File: config.mk
export PLATFORM = sky130hd
export DESIGN_NAME = uart_rx_fifo
export DESIGN_NICKNAME = d
export VERILOG_FILES = /design/src/rtl/uart_rx_fifo_pkg.sv /design/src/rtl/uart_sync_fifo.sv /design/src/rtl/uart_rx_fifo.sv
export SDC_FILE = /design/constraint.sdc
export NUM_CORES = 1
export LEC_CHECK = 0
export ABC_AREA = 1
export CAP_MARGIN = 5
export CELL_PAD_IN_SITES_DETAIL_PLACEMENT = 0
export CELL_PAD_IN_SITES_GLOBAL_PLACEMENT = 1
export CORE_ASPECT_RATIO = 0.8
export CORE_MARGIN = 8
export CORE_UTILIZATION = 48
export DETAILED_ROUTE_END_ITERATION = 7
export PLACE_DENSITY = 0.8
export SYNTH_ARGS = -nofsm -noshare
export SYNTH_HDL_FRONTEND = slang
export SYNTH_SLANG_ARGS = --single-unit
File: constraint.sdc
create_clock -name clk -period 3.4 [get_ports clk]
set_input_delay 0.34 -clock clk [delete_from_list [all_inputs] [get_ports clk]]
set_output_delay 0.34 -clock clk [all_outputs]
set_load 0.05 [all_outputs]
File: src/rtl/uart_rx_fifo_pkg.sv
// Shared definitions for the oversampling UART receiver: parity modes, FSM states,
// oversampling ratio and the small helpers used by the sampler.
`timescale 1ns/1ps
package uart_pkg;

  localparam int PAR_NONE      = 0;
  localparam int PAR_ODD       = 1;
  localparam int PAR_EVEN      = 2;
  localparam int OVERSAMPLE    = 16;
  localparam int MAX_DATA_BITS = 9;

  typedef enum logic [2:0] {
    ST_IDLE   = 3'd0,
    ST_START  = 3'd1,
    ST_DATA   = 3'd2,
    ST_PARITY = 3'd3,
    ST_STOP   = 3'd4
  } rx_state_e;

  function automatic int calc_div(input int clk_freq, input int baud);
    return clk_freq / (baud * OVERSAMPLE);
  endfunction

  function automatic logic majority3(input logic a, input logic b, input logic c);
    return (a & b) | (a & c) | (b & c);
  endfunction

  // Zero-extended data does not disturb the XOR, so one width serves every DATA_BITS.
  function automatic logic par_err(input logic [MAX_DATA_BITS-1:0] data, input logic par_bit,
                                   input int mode);
    logic err;
    case (mode)
      PAR_ODD:  err = ~(^data ^ par_bit);
      PAR_EVEN: err = ^data ^ par_bit;
      default:  err = 1'b0;
    endcase
    return err;
  endfunction

endpackage

File: src/rtl/uart_sync_fifo.sv
// Synchronous FIFO with a registered head entry, registered count/valid and a
// one-cycle overrun pulse when a write is dropped because the FIFO is full.
`timescale 1ns/1ps
module uart_sync_fifo #(
  parameter int WIDTH = 10,
  parameter int DEPTH = 8
) (
  input  logic                     clk,
  input  logic                     rst_n,
  input  logic                     wr_en,
  input  logic [WIDTH-1:0]         wr_data,
  input  logic                     rd_en,
  output logic [WIDTH-1:0]         rd_data,
  output logic                     valid,
  output logic [$clog2(DEPTH):0]   count,
  output logic                     overrun
);

  localparam int PTR_W = $clog2(DEPTH);
  localparam int CNT_W = PTR_W + 1;

  logic [WIDTH-1:0] mem_q [DEPTH];
  logic [PTR_W-1:0] wr_ptr_q, wr_ptr_d, rd_ptr_q, rd_ptr_d;
  logic [CNT_W-1:0] count_q, count_d;
  logic [WIDTH-1:0] head_q, head_d;
  logic             valid_q, valid_d, ovr_q, ovr_d;
  logic             do_pop_s, do_push_s;

  // Pointer, occupancy and head-entry next-state logic.
  always_comb begin
    do_pop_s  = rd_en & (count_q != {CNT_W{1'b0}});
    do_push_s = wr_en & ((count_q != CNT_W'(DEPTH)) | do_pop_s);
    wr_ptr_d  = do_push_s ? wr_ptr_q + PTR_W'(1) : wr_ptr_q;
    rd_ptr_d  = do_pop_s  ? rd_ptr_q + PTR_W'(1) : rd_ptr_q;
    case ({do_push_s, do_pop_s})
      2'b10:   count_d = count_q + CNT_W'(1);
      2'b01:   count_d = count_q - CNT_W'(1);
      default: count_d = count_q;
    endcase
    ovr_d   = wr_en & ~do_push_s;
    valid_d = (count_d != {CNT_W{1'b0}});
    // The incoming word becomes the head when it lands where the read pointer will point.
    if (do_push_s && (wr_ptr_q == rd_ptr_d)) begin
      head_d = wr_data;
    end else if (count_d != {CNT_W{1'b0}}) begin
      head_d = mem_q[rd_ptr_d];
    end else begin
      head_d = head_q;
    end
  end

  // Storage array; contents need no reset because the pointers define validity.
  always_ff @(posedge clk) begin
    if (do_push_s) begin
      mem_q[wr_ptr_q] <= wr_data;
    end
  end

  // Control and output registers.
  always_ff @(posedge clk or negedge rst_n) begin
    if (!rst_n) begin
      wr_ptr_q <= {PTR_W{1'b0}};
      rd_ptr_q <= {PTR_W{1'b0}};
      count_q  <= {CNT_W{1'b0}};
      head_q   <= {WIDTH{1'b0}};
      valid_q  <= 1'b0;
      ovr_q    <= 1'b0;
    end else begin
      wr_ptr_q <= wr_ptr_d;
      rd_ptr_q <= rd_ptr_d;
      count_q  <= count_d;
      head_q   <= head_d;
      valid_q  <= valid_d;
      ovr_q    <= ovr_d;
    end
  end

  assign rd_data = head_q;
  assign valid   = valid_q;
  assign count   = count_q;
  assign overrun = ovr_q;

endmodule

File: src/rtl/uart_rx_fifo.sv
// 16x oversampling UART receiver with majority voting feeding a valid/ready FIFO.
// Optional break detection is enabled by defining UART_RX_BREAK_DET_EN.
`timescale 1ns/1ps
module uart_rx_fifo
  import uart_pkg::*;
#(
  parameter int CLK_FREQ   = 50_000_000,
  parameter int BAUD       = 115200,
  parameter int DATA_BITS  = 8,
  parameter int PARITY     = 0,
  parameter int STOP_BITS  = 1,
  parameter int FIFO_DEPTH = 8
) (
  input  logic                          clk,
  input  logic                          sys_rst_n,
  input  logic                          uart_rxd,
  output logic [DATA_BITS-1:0]          m_data,
  output logic                          m_frame_err,
  output logic                          m_parity_err,
  output logic                          m_valid,
  input  logic                          m_ready,
  output logic                          overrun,
`ifdef UART_RX_BREAK_DET_EN
  output logic                          break_det,
`endif
  output logic [$clog2(FIFO_DEPTH):0]   fifo_count
);

  localparam int DIV   = calc_div(CLK_FREQ, BAUD);
  localparam int DIV_W = $clog2(DIV);
  localparam int BIT_W = $clog2(DATA_BITS);
  localparam int ENT_W = DATA_BITS + 2;

  if (DIV < 2 || STOP_BITS < 1 || STOP_BITS > 2 || DATA_BITS < 5 || DATA_BITS > 9 ||
      FIFO_DEPTH < 2 || (FIFO_DEPTH & (FIFO_DEPTH - 1)) != 0) begin : g_param_check
    $error("uart_rx_fifo: unsupported parameter set");
  end

  rx_state_e            state_q, state_d;
  logic                 rx_meta_q, rxs_q, rxs_prev_q;
  logic [DIV_W-1:0]     div_cnt_q, div_cnt_d;
  logic [3:0]           samp_q, samp_d;
  logic [BIT_W-1:0]     bit_idx_q, bit_idx_d;
  logic [DATA_BITS-1:0] shift_q, shift_d;
  logic                 s7_q, s7_d, s8_q, s8_d, par_q, par_d;
  logic                 tick_s, vote_s, at_vote_s, at_end_s, start_edge_s;
  logic                 fifo_push, push_perr, push_ferr;
  logic [ENT_W-1:0]     head_s;
`ifdef UART_RX_BREAK_DET_EN
  logic                 brk_q, brk_d, wait_q, wait_d;
`endif

  assign tick_s    = (state_q != ST_IDLE) && (div_cnt_q == DIV_W'(DIV - 1));
  assign vote_s    = majority3(s7_q, s8_q, rxs_q);
  assign at_vote_s = tick_s && (samp_q == 4'd9);
  assign at_end_s  = tick_s && (samp_q == 4'd15);
`ifdef UART_RX_BREAK_DET_EN
  assign start_edge_s = rxs_prev_q & ~rxs_q & ~wait_q;
`else
  assign start_edge_s = rxs_prev_q & ~rxs_q;
`endif

  // Bit timing, sampling and receive state machine.
  always_comb begin
    state_d   = state_q;
    bit_idx_d = bit_idx_q;
    shift_d   = shift_q;
    par_d     = par_q;
    fifo_push = 1'b0;
    push_perr = 1'b0;
    push_ferr = 1'b0;
`ifdef UART_RX_BREAK_DET_EN
    brk_d     = 1'b0;
    wait_d    = wait_q;
`endif
    if (state_q == ST_IDLE) begin
      div_cnt_d = {DIV_W{1'b0}};
      samp_d    = 4'd0;
    end else if (tick_s) begin
      div_cnt_d = {DIV_W{1'b0}};
      samp_d    = samp_q + 4'd1;
    end else begin
      div_cnt_d = div_cnt_q + DIV_W'(1);
      samp_d    = samp_q;
    end
    s7_d = (tick_s && samp_q == 4'd7) ? rxs_q : s7_q;
    s8_d = (tick_s && samp_q == 4'd8) ? rxs_q : s8_q;

    case (state_q)
      ST_IDLE: begin
`ifdef UART_RX_BREAK_DET_EN
        wait_d = wait_q & ~rxs_q;
`endif
        state_d = start_edge_s ? ST_START : ST_IDLE;
      end
      ST_START: begin
        if (at_vote_s && vote_s) begin
          state_d = ST_IDLE;
        end else if (at_end_s) begin
          state_d   = ST_DATA;
          bit_idx_d = {BIT_W{1'b0}};
        end else begin
          state_d = ST_START;
        end
      end
      ST_DATA: begin
        shift_d = at_vote_s ? {vote_s, shift_q[DATA_BITS-1:1]} : shift_q;
        if (at_end_s && (bit_idx_q == BIT_W'(DATA_BITS - 1))) begin
          state_d = (PARITY != PAR_NONE) ? ST_PARITY : ST_STOP;
        end else if (at_end_s) begin
          bit_idx_d = bit_idx_q + BIT_W'(1);
        end else begin
          bit_idx_d = bit_idx_q;
        end
      end
      ST_PARITY: begin
        par_d   = at_vote_s ? vote_s : par_q;
        state_d = at_end_s ? ST_STOP : ST_PARITY;
      end
      ST_STOP: begin
        // Return to IDLE at the stop vote so a following start edge is never missed.
        if (at_vote_s) begin
          push_ferr = ~vote_s;
          push_perr = par_err(MAX_DATA_BITS'(shift_q), par_q, PARITY);
          state_d   = ST_IDLE;
`ifdef UART_RX_BREAK_DET_EN
          if (!vote_s && (shift_q == {DATA_BITS{1'b0}}) && ((PARITY == PAR_NONE) || !par_q)) begin
            brk_d  = 1'b1;
            wait_d = 1'b1;
          end else begin
            fifo_push = 1'b1;
          end
`else
          fifo_push = 1'b1;
`endif
        end else begin
          state_d = ST_STOP;
        end
      end
      default: state_d = ST_IDLE;
    endcase
  end

  // Synchroniser and receiver state registers.
  always_ff @(posedge clk or negedge sys_rst_n) begin
    if (!sys_rst_n) begin
      rx_meta_q  <= 1'b1;
      rxs_q      <= 1'b1;
      rxs_prev_q <= 1'b1;
      state_q    <= ST_IDLE;
      div_cnt_q  <= {DIV_W{1'b0}};
      samp_q     <= 4'd0;
      bit_idx_q  <= {BIT_W{1'b0}};
      shift_q    <= {DATA_BITS{1'b0}};
      s7_q       <= 1'b1;
      s8_q       <= 1'b1;
      par_q      <= 1'b0;
    end else begin
      rx_meta_q  <= uart_rxd;
      rxs_q      <= rx_meta_q;
      rxs_prev_q <= rxs_q;
      state_q    <= state_d;
      div_cnt_q  <= div_cnt_d;
      samp_q     <= samp_d;
      bit_idx_q  <= bit_idx_d;
      shift_q    <= shift_d;
      s7_q       <= s7_d;
      s8_q       <= s8_d;
      par_q      <= par_d;
    end
  end

`ifdef UART_RX_BREAK_DET_EN
  // Break pulse and the re-arm guard that waits for the line to return high.
  always_ff @(posedge clk or negedge sys_rst_n) begin
    if (!sys_rst_n) begin
      brk_q  <= 1'b0;
      wait_q <= 1'b0;
    end else begin
      brk_q  <= brk_d;
      wait_q <= wait_d;
    end
  end

  assign break_det = brk_q;
`endif

  uart_sync_fifo #(
    .WIDTH (ENT_W),
    .DEPTH (FIFO_DEPTH)
  ) u_fifo (
    .clk     (clk),
    .rst_n   (sys_rst_n),
    .wr_en   (fifo_push),
    .wr_data ({push_perr, push_ferr, shift_q}),
    .rd_en   (m_ready),
    .rd_data (head_s),
    .valid   (m_valid),
    .count   (fifo_count),
    .overrun (overrun)
  );

  assign m_data       = head_s[DATA_BITS-1:0];
  assign m_frame_err  = head_s[DATA_BITS];
  assign m_parity_err = head_s[DATA_BITS+1];

endmodule

==> results.toml, run 1 <==
[critical_path]
r2r_end = "u_fifo.rd_data[4]"
ff2ff_setup_slack_ns = 0.44
required_ns = 3.69
endpoint = "u_fifo.rd_data[4]"
crit_path_start = "div_cnt_q[0]"
arrival_ns = 3.25
path_max_fanout = 12
critPathKind = "flop to flop"
startpoint_type = "flop"
critPathCaptureType = "flop"
r2r-start = "div_cnt_q[0]"
reg2regPathDepth = 19

[logic_synthesis]
synth_area_um2 = 5800
synth_top_area_cell = "edfxtp_1"
ys_top_cells_by_area = "edfxtp_1 37%, dfrtp_1 19%, nand2_1 12%, nand3_1 5.1%, inv_1 4.4%"
netlist_instances = 580
synth_top_area_share_pct = 37.2
yosys.area_share.simple_pct = 27.5
synthMuxAreaShare_pct = 0.194
synth_warnings = 0
async_reset_ff_share_pct = 40.5
synth_edf_count = 72
ys_types = 41
synth_top_flop_cell = "edfxtp_1"
synth_xor_area_share_pct = 1.03
yosysSeqAreaShare_pct = 58.5
synth.top_cells.by_count = "182 x nand2_1, 72 x edfxtp_1, 68 x inv_1"
synthAdderAreaFrac_pct = 2.89
synth.most_common_cell = "nand2_1"
synth-compound-area-share_pct = 3.54
ys_ff_latch = 121
avgSynthCellArea_um2 = 10.0
synth_top_family_by_area = "simple AND/OR/NAND/NOR gates"
synth_nets = 596

[global_routing]
grt-busiest-layer = "met2"
grt_overflow = 0
antenna_found_initial = 0
grt_use_met1_pct = 22.2
use_met2_pct = 25.6
grtUsageMet3_pct = 4.08
grt_pass1_vias = 3897
grt_max_degree = 40
track_usage_pct = 16.5
grt_pass1_wl_um = 20300

[die]
rows = 36
die_w_um = 139
ios = 20
start_util_pct = 48.4
die_h_um = 114
core_area_um2 = 12000
die_area_um2 = 15900

[route]
firstDrtPassIters = 5
drc = 0
drt_iter0_drc = 327
vias = 4007
drtAntennaViolNets = 0
finalWirelength_um = 12200
vias_per_cell = 5.14
wl_per_cell_um = 15.6

[sta]
slew_violations = 0
skew_ns = 0.00915
rsz0062_at_grt = "no"
slew_headroom_pct = 40.6
fin_crit_sh_pct = 87.1
setup_viol_count_final = 0
worst_pin_slew_ns = 0.891
finalHoldViolations = 0
min_period_ns = 2.96
fmax_mhz = 338
fin_setup_tns_ns = 0

[pwr]
p_per_area_nw_per_um2 = 764
power_leakage_nw = 3.07
ir_drop_v = 0.000356

[placed_design]
place.detailed.hpwl_um = 8230
gp_congestion = 0.778
dp_cells = 748
portBuffers = 18

[clocking]
cts_tree = "built"
htreeDepth = 4
clkTransAtPathRegs_ns = 0.06
clkLatencyLatePin_ns = 0.41
numCtsBuffers = 17
postCtsSetupBuffers = 0
root_buffer = "clkbuf_16"
clk_path_buf_depth = 2
cts_sinks = 121
cts_hold_buffers = 0
cts.repair.resized = 0

[min_path]
min_path_type = "input pin to asynchronous set/reset pin"

[final_layout]
nNetsFinal = 631
fill_cells = 1028
n_antenna_cell = 0
area_growth_pct = 15.6
layout-drive-gt1-share_pct = 14.8
stdcell_count = 780

[flow_run]
max_cap_viol_count = 0

[run_status]
status = "finished, final reports clean"
[layout make-up]
cell class	instances	area (um2)	area share, %
clock inverters	14	98.8	1.47
repair buffers	32	280	4.18
flip-flops and latches	121	3390	50.6
clock buffers	18	439	6.55
inverters	70	263	3.92
well taps	152	190	2.83
multi-input cells	373	2040	30.5
[placed cells by master, fill, tap and decap left out, types with 6 or more instances in the layout]
master             n
buf_4             14
clkbuf_16         17
clkdlybuf4s50_1   17
dfrtp_1           44
edfxtp_1          72
ha_1              11
inv_1             68
nand2_1          182
nand2_2            7
nand2_4            8
nand3_1           59
nand3_2            6
nand4_1           21
nor2_1            10
nor3_1             9
o21ai_0           24
[report_power, final]
group | internal, mW | total, mW | switching (mW)
clock | 0.951 | 1.59 | 0.642
sequential | 1.67 | 1.78 | 0.111
combinational | 0.503 | 1.75 | 1.25
[worst min-delay path by stage]
stage,end,slack (ns),depth (start not counted),from
after floorplan,bit_idx_q[0],0.04,0,sys_rst_n
after global placement,rxs_q,0.35,0,rx_meta_q
after detailed placement,rxs_q,0.35,0,rx_meta_q
after CTS,u_fifo.count[2],0.08,1,sys_rst_n
after global routing,u_fifo.count[1],0.12,1,sys_rst_n
final,u_fifo.count[2],0.05,1,sys_rst_n
[worst max-delay path, cell delays in order, from the launching register on]
cell     delay, ns
dfrtp_1       0.41
inv_1         0.07
ha_1          0.15
nand2_1       0.08
nor2_4        0.17
nand2_4       0.10
nor2_8        0.16
nand2_4       0.11
nand2_8       0.10
inv_1         0.06
ha_1          0.26
a21o_1        0.17
a21oi_1       0.15
nand2_1       0.07
nand2_1       0.08
nand3_1       0.08
nand2_2       0.23
nand4_4       0.20
nand2_1       0.12
nand2_1       0.06
[through the flow]
step           setup WS, ns  area, um2  total power, mW  util [%]  hold slack [ns]
4_1_cts               0.433       6710             5.16      56.0           0.0828
2_1_floorplan         0.783       5800             3.11         -           0.0444
6_report              0.439       6710             5.12      56.0           0.0461
3_3_place_gp          0.554       6170             3.53      51.5            0.347
3_5_place_dp          0.449       6170             3.56      51.5            0.350
5_1_grt               0.164       6710             5.43      56.0            0.117
[logic make-up after synthesis]
family	count (synthesis)
AND/OR/NAND/NOR	316
XOR/XNOR	6
adder cells (fa/ha/maj)	13
flip-flops	121
other	1
multiplexers	1
AO/OA/AOI/OAI	36
buffers and inverters	86
[state kept, by name, indices dropped and copies added (netlist names), 3 cells and up]
register and count:
bit_idx_q 3, div_cnt_q 5, samp_q 4, shift_q 8, state_q 3, u_fifo.count 4
u_fifo.mem_q 72, u_fifo.rd_data 9, u_fifo.rd_ptr_q 3, u_fifo.wr_ptr_q 3
[routing by layer]
metal / vias to the layer above / share of wire, % / wire [um]
li1: 1999 / - / -
met1: 1902 / 48 / 5880
met2: 95 / 45 / 5540
met3: 11 / 5.4 / 659
met4: 0 / 0.95 / 116
met5: - / 0 / 0
Note: power is estimated with default switching activity, not from simulation.
==> run 2: changes to the inputs <==
CELL_PAD_IN_SITES_DETAIL_PLACEMENT = 2   (was 0)
CELL_PAD_IN_SITES_GLOBAL_PLACEMENT = 2   (was 1)
CORE_UTILIZATION = 40   (was 48)
==> run 2 against run 1 <==
- first-iteration DRC count fell by 26%
- clock-buffer cell count rose by 4
- final cell count rose by 4.1%
- power rose by 4.8%
- register-to-register slack got worse by 0.16 ns
- flip-flop and latch count did not move
- non-clock buffer count did not move
- wire length rose by 42%
- clock power rose by 8%
- critical path depth did not move
- combinational power rose by 6%
- critical endpoint is now u_fifo.rd_data[1]
- largest power group is now combinational cells
==> results.toml, run 2 (synthesis results as in run 1) <==
[die]
rows = 39
die_area_um2 = 18600
ios = 20
start_util_pct = 40.7
core_area_um2 = 14200
die_h_um = 124
die_w_um = 151

[final_layout]
largest_reg_flops = 72
layout-drive-gt1-share_pct = 14.6
area_growth_pct = 16.7
nNetsFinal = 631
stdcell_count = 812
n_antenna_cell = 0
final_cell_mix = "182 x nand2_1, 72 x edfxtp_1, 68 x inv_1, 59 x nand3_1, 44 x dfrtp_1"
top_register = "u_fifo.mem_q"
layout_commonest_cell = "nand2_1"

[route]
finalWirelength_um = 17300
vias = 4288
drtAntennaViolNets = 0
drc = 0
drt_iter0_drc = 243
vias_per_cell = 5.28
wl_per_cell_um = 21.3
firstDrtPassIters = 6

[critical_path]
max_stage_delay_ns = 0.41
critPathKind = "flop to flop"
critPathSlowestCell = "dfrtp_1"
cpMostUsedCell = "nand2_1"
required_ns = 3.69
arrival_ns = 3.42
cp_top_family = "simple AND/OR/NAND/NOR gates"
path_max_fanout = 12
path_cells = "inv_1, ha_1, nand2_1, nor2_4, nand2_4, nor2_8, nand2_4, nand2_8, inv_1, ha_1, a21o_1, a21oi_1, nand2_1, nand2_1, nand3_1, nand2_2, nand4_4, nand2_1, nand2_1"
critPathCaptureType = "flop"
cp_num_buf_inv = 2
startpoint_type = "flop"

[sta]
min_period_ns = 3.12
slew_violations = 0
worst_pin_slew_ns = 0.874
finalHoldViolations = 0
fin_crit_sh_pct = 91.8
slew_headroom_pct = 41.5
rsz0062_at_grt = "no"
setup_viol_count_final = 0
fin_setup_tns_ns = 0
skew_ns = 0.0102
fmax_mhz = 320
hold_ws_ns = 0.0325

[run_status]
status = "finished, final reports clean"

[clocking]
postCtsSetupBuffers = 0
cts_tree = "built"
root_buffer = "clkbuf_16"
htreeDepth = 4
clkLatencyLatePin_ns = 0.42
clkTransAtPathRegs_ns = 0.06
clk_path_buf_depth = 2
numCtsBuffers = 17
cts_sinks = 121
cts_hold_buffers = 0
cts.repair.resized = 0

[placed_design]
portBuffers = 18
place.detailed.hpwl_um = 11700
gp_congestion = 0.736
dp_cells = 780

[global_routing]
grt_overflow = 0
grt_pass1_wl_um = 27700
grt_max_degree = 37
grt_pass1_vias = 4859
antenna_found_initial = 0
track_usage_pct = 19.9

[pwr]
seq_power_share_pct = 33.4
clkPwrFrac_pct = 31.9
power_leakage_nw = 3.08
ir_drop_v = 0.000635
power.total_mw = 5.37
p_per_area_nw_per_um2 = 792
power.net_switching_mw = 2.14
p_int_mw = 3.23
combPwrFrac_pct = 34.7
switching_share_pct = 39.9

[min_path]
min_path_type = "input pin to asynchronous set/reset pin"

[flow_run]
max_cap_viol_count = 0
run 2: cell types whose count changed in the layout (fill, tap and decap cells not counted):
| cell | previous run | this run |
|---|---|---|
| clkinv_4 | 5 | 0 |
| clkbuf_16 | 17 | 19 |
| inv_4 | 2 | 4 |
| clkbuf_1 | 0 | 1 |
| clkbuf_8 | 1 | 2 |
| inv_6 | 2 | 1 |
run 2: per-layer routing:
layer / global-route usage (%) / routed length (um)
met2: 34.8 / 8680
met3: 4.18 / 850
met4: 6.72 / 242
met5: 0 / 0
met1: 24.1 / 7490
run 2: layout make-up:
class                           count  area (um2)
Clock buffer                       22         507
Clock inverter                     10        58.8
Fill cell                        1502        7470
Inverter                           70         263
Multi-Input combinational cell    373        2040
Sequential cell                   121        3390
Tap cell                          184         230
Timing Repair Buffer               32         280
run 2: worst paths after layout:
check / startpoint / end / slack (ns) / cells after the start
min in group clk: uart_rxd / rx_meta_q / 0.33 / 1
hold / removal: sys_rst_n / u_fifo.count[2] / 0.03 / 1
setup / recovery: div_cnt_q[0] / u_fifo.rd_data[1] / 0.28 / 19
setup reg to reg: div_cnt_q[0] / u_fifo.rd_data[1] / 0.28 / 19
hold reg to reg: rx_meta_q / rxs_q / 0.36 / 0
max in group asynchronous: sys_rst_n / rxs_q / 2.57 / 2
run 2: per-stage QoR:
step	utilization, %	worst slack (ns)	instance area, um2
2_1_floorplan	-	0.783	5800
3_3_place_gp	43.6	0.537	6210
3_5_place_dp	43.6	0.310	6210
4_1_cts	47.6	0.246	6780
5_1_grt	47.6	0.0169	6780
6_report	47.6	0.279	6780
run 2: power groups by stage:
stage / logic (mW) / registers (mW) / clock network (mW)
floorplan: 1.10 / 2.01 / 0
global placement: 1.77 / 1.81 / 0
detailed placement: 1.85 / 1.82 / 0
CTS: 1.89 / 1.79 / 1.74
global route: 2.04 / 1.81 / 1.79
finish: 1.86 / 1.80 / 1.71
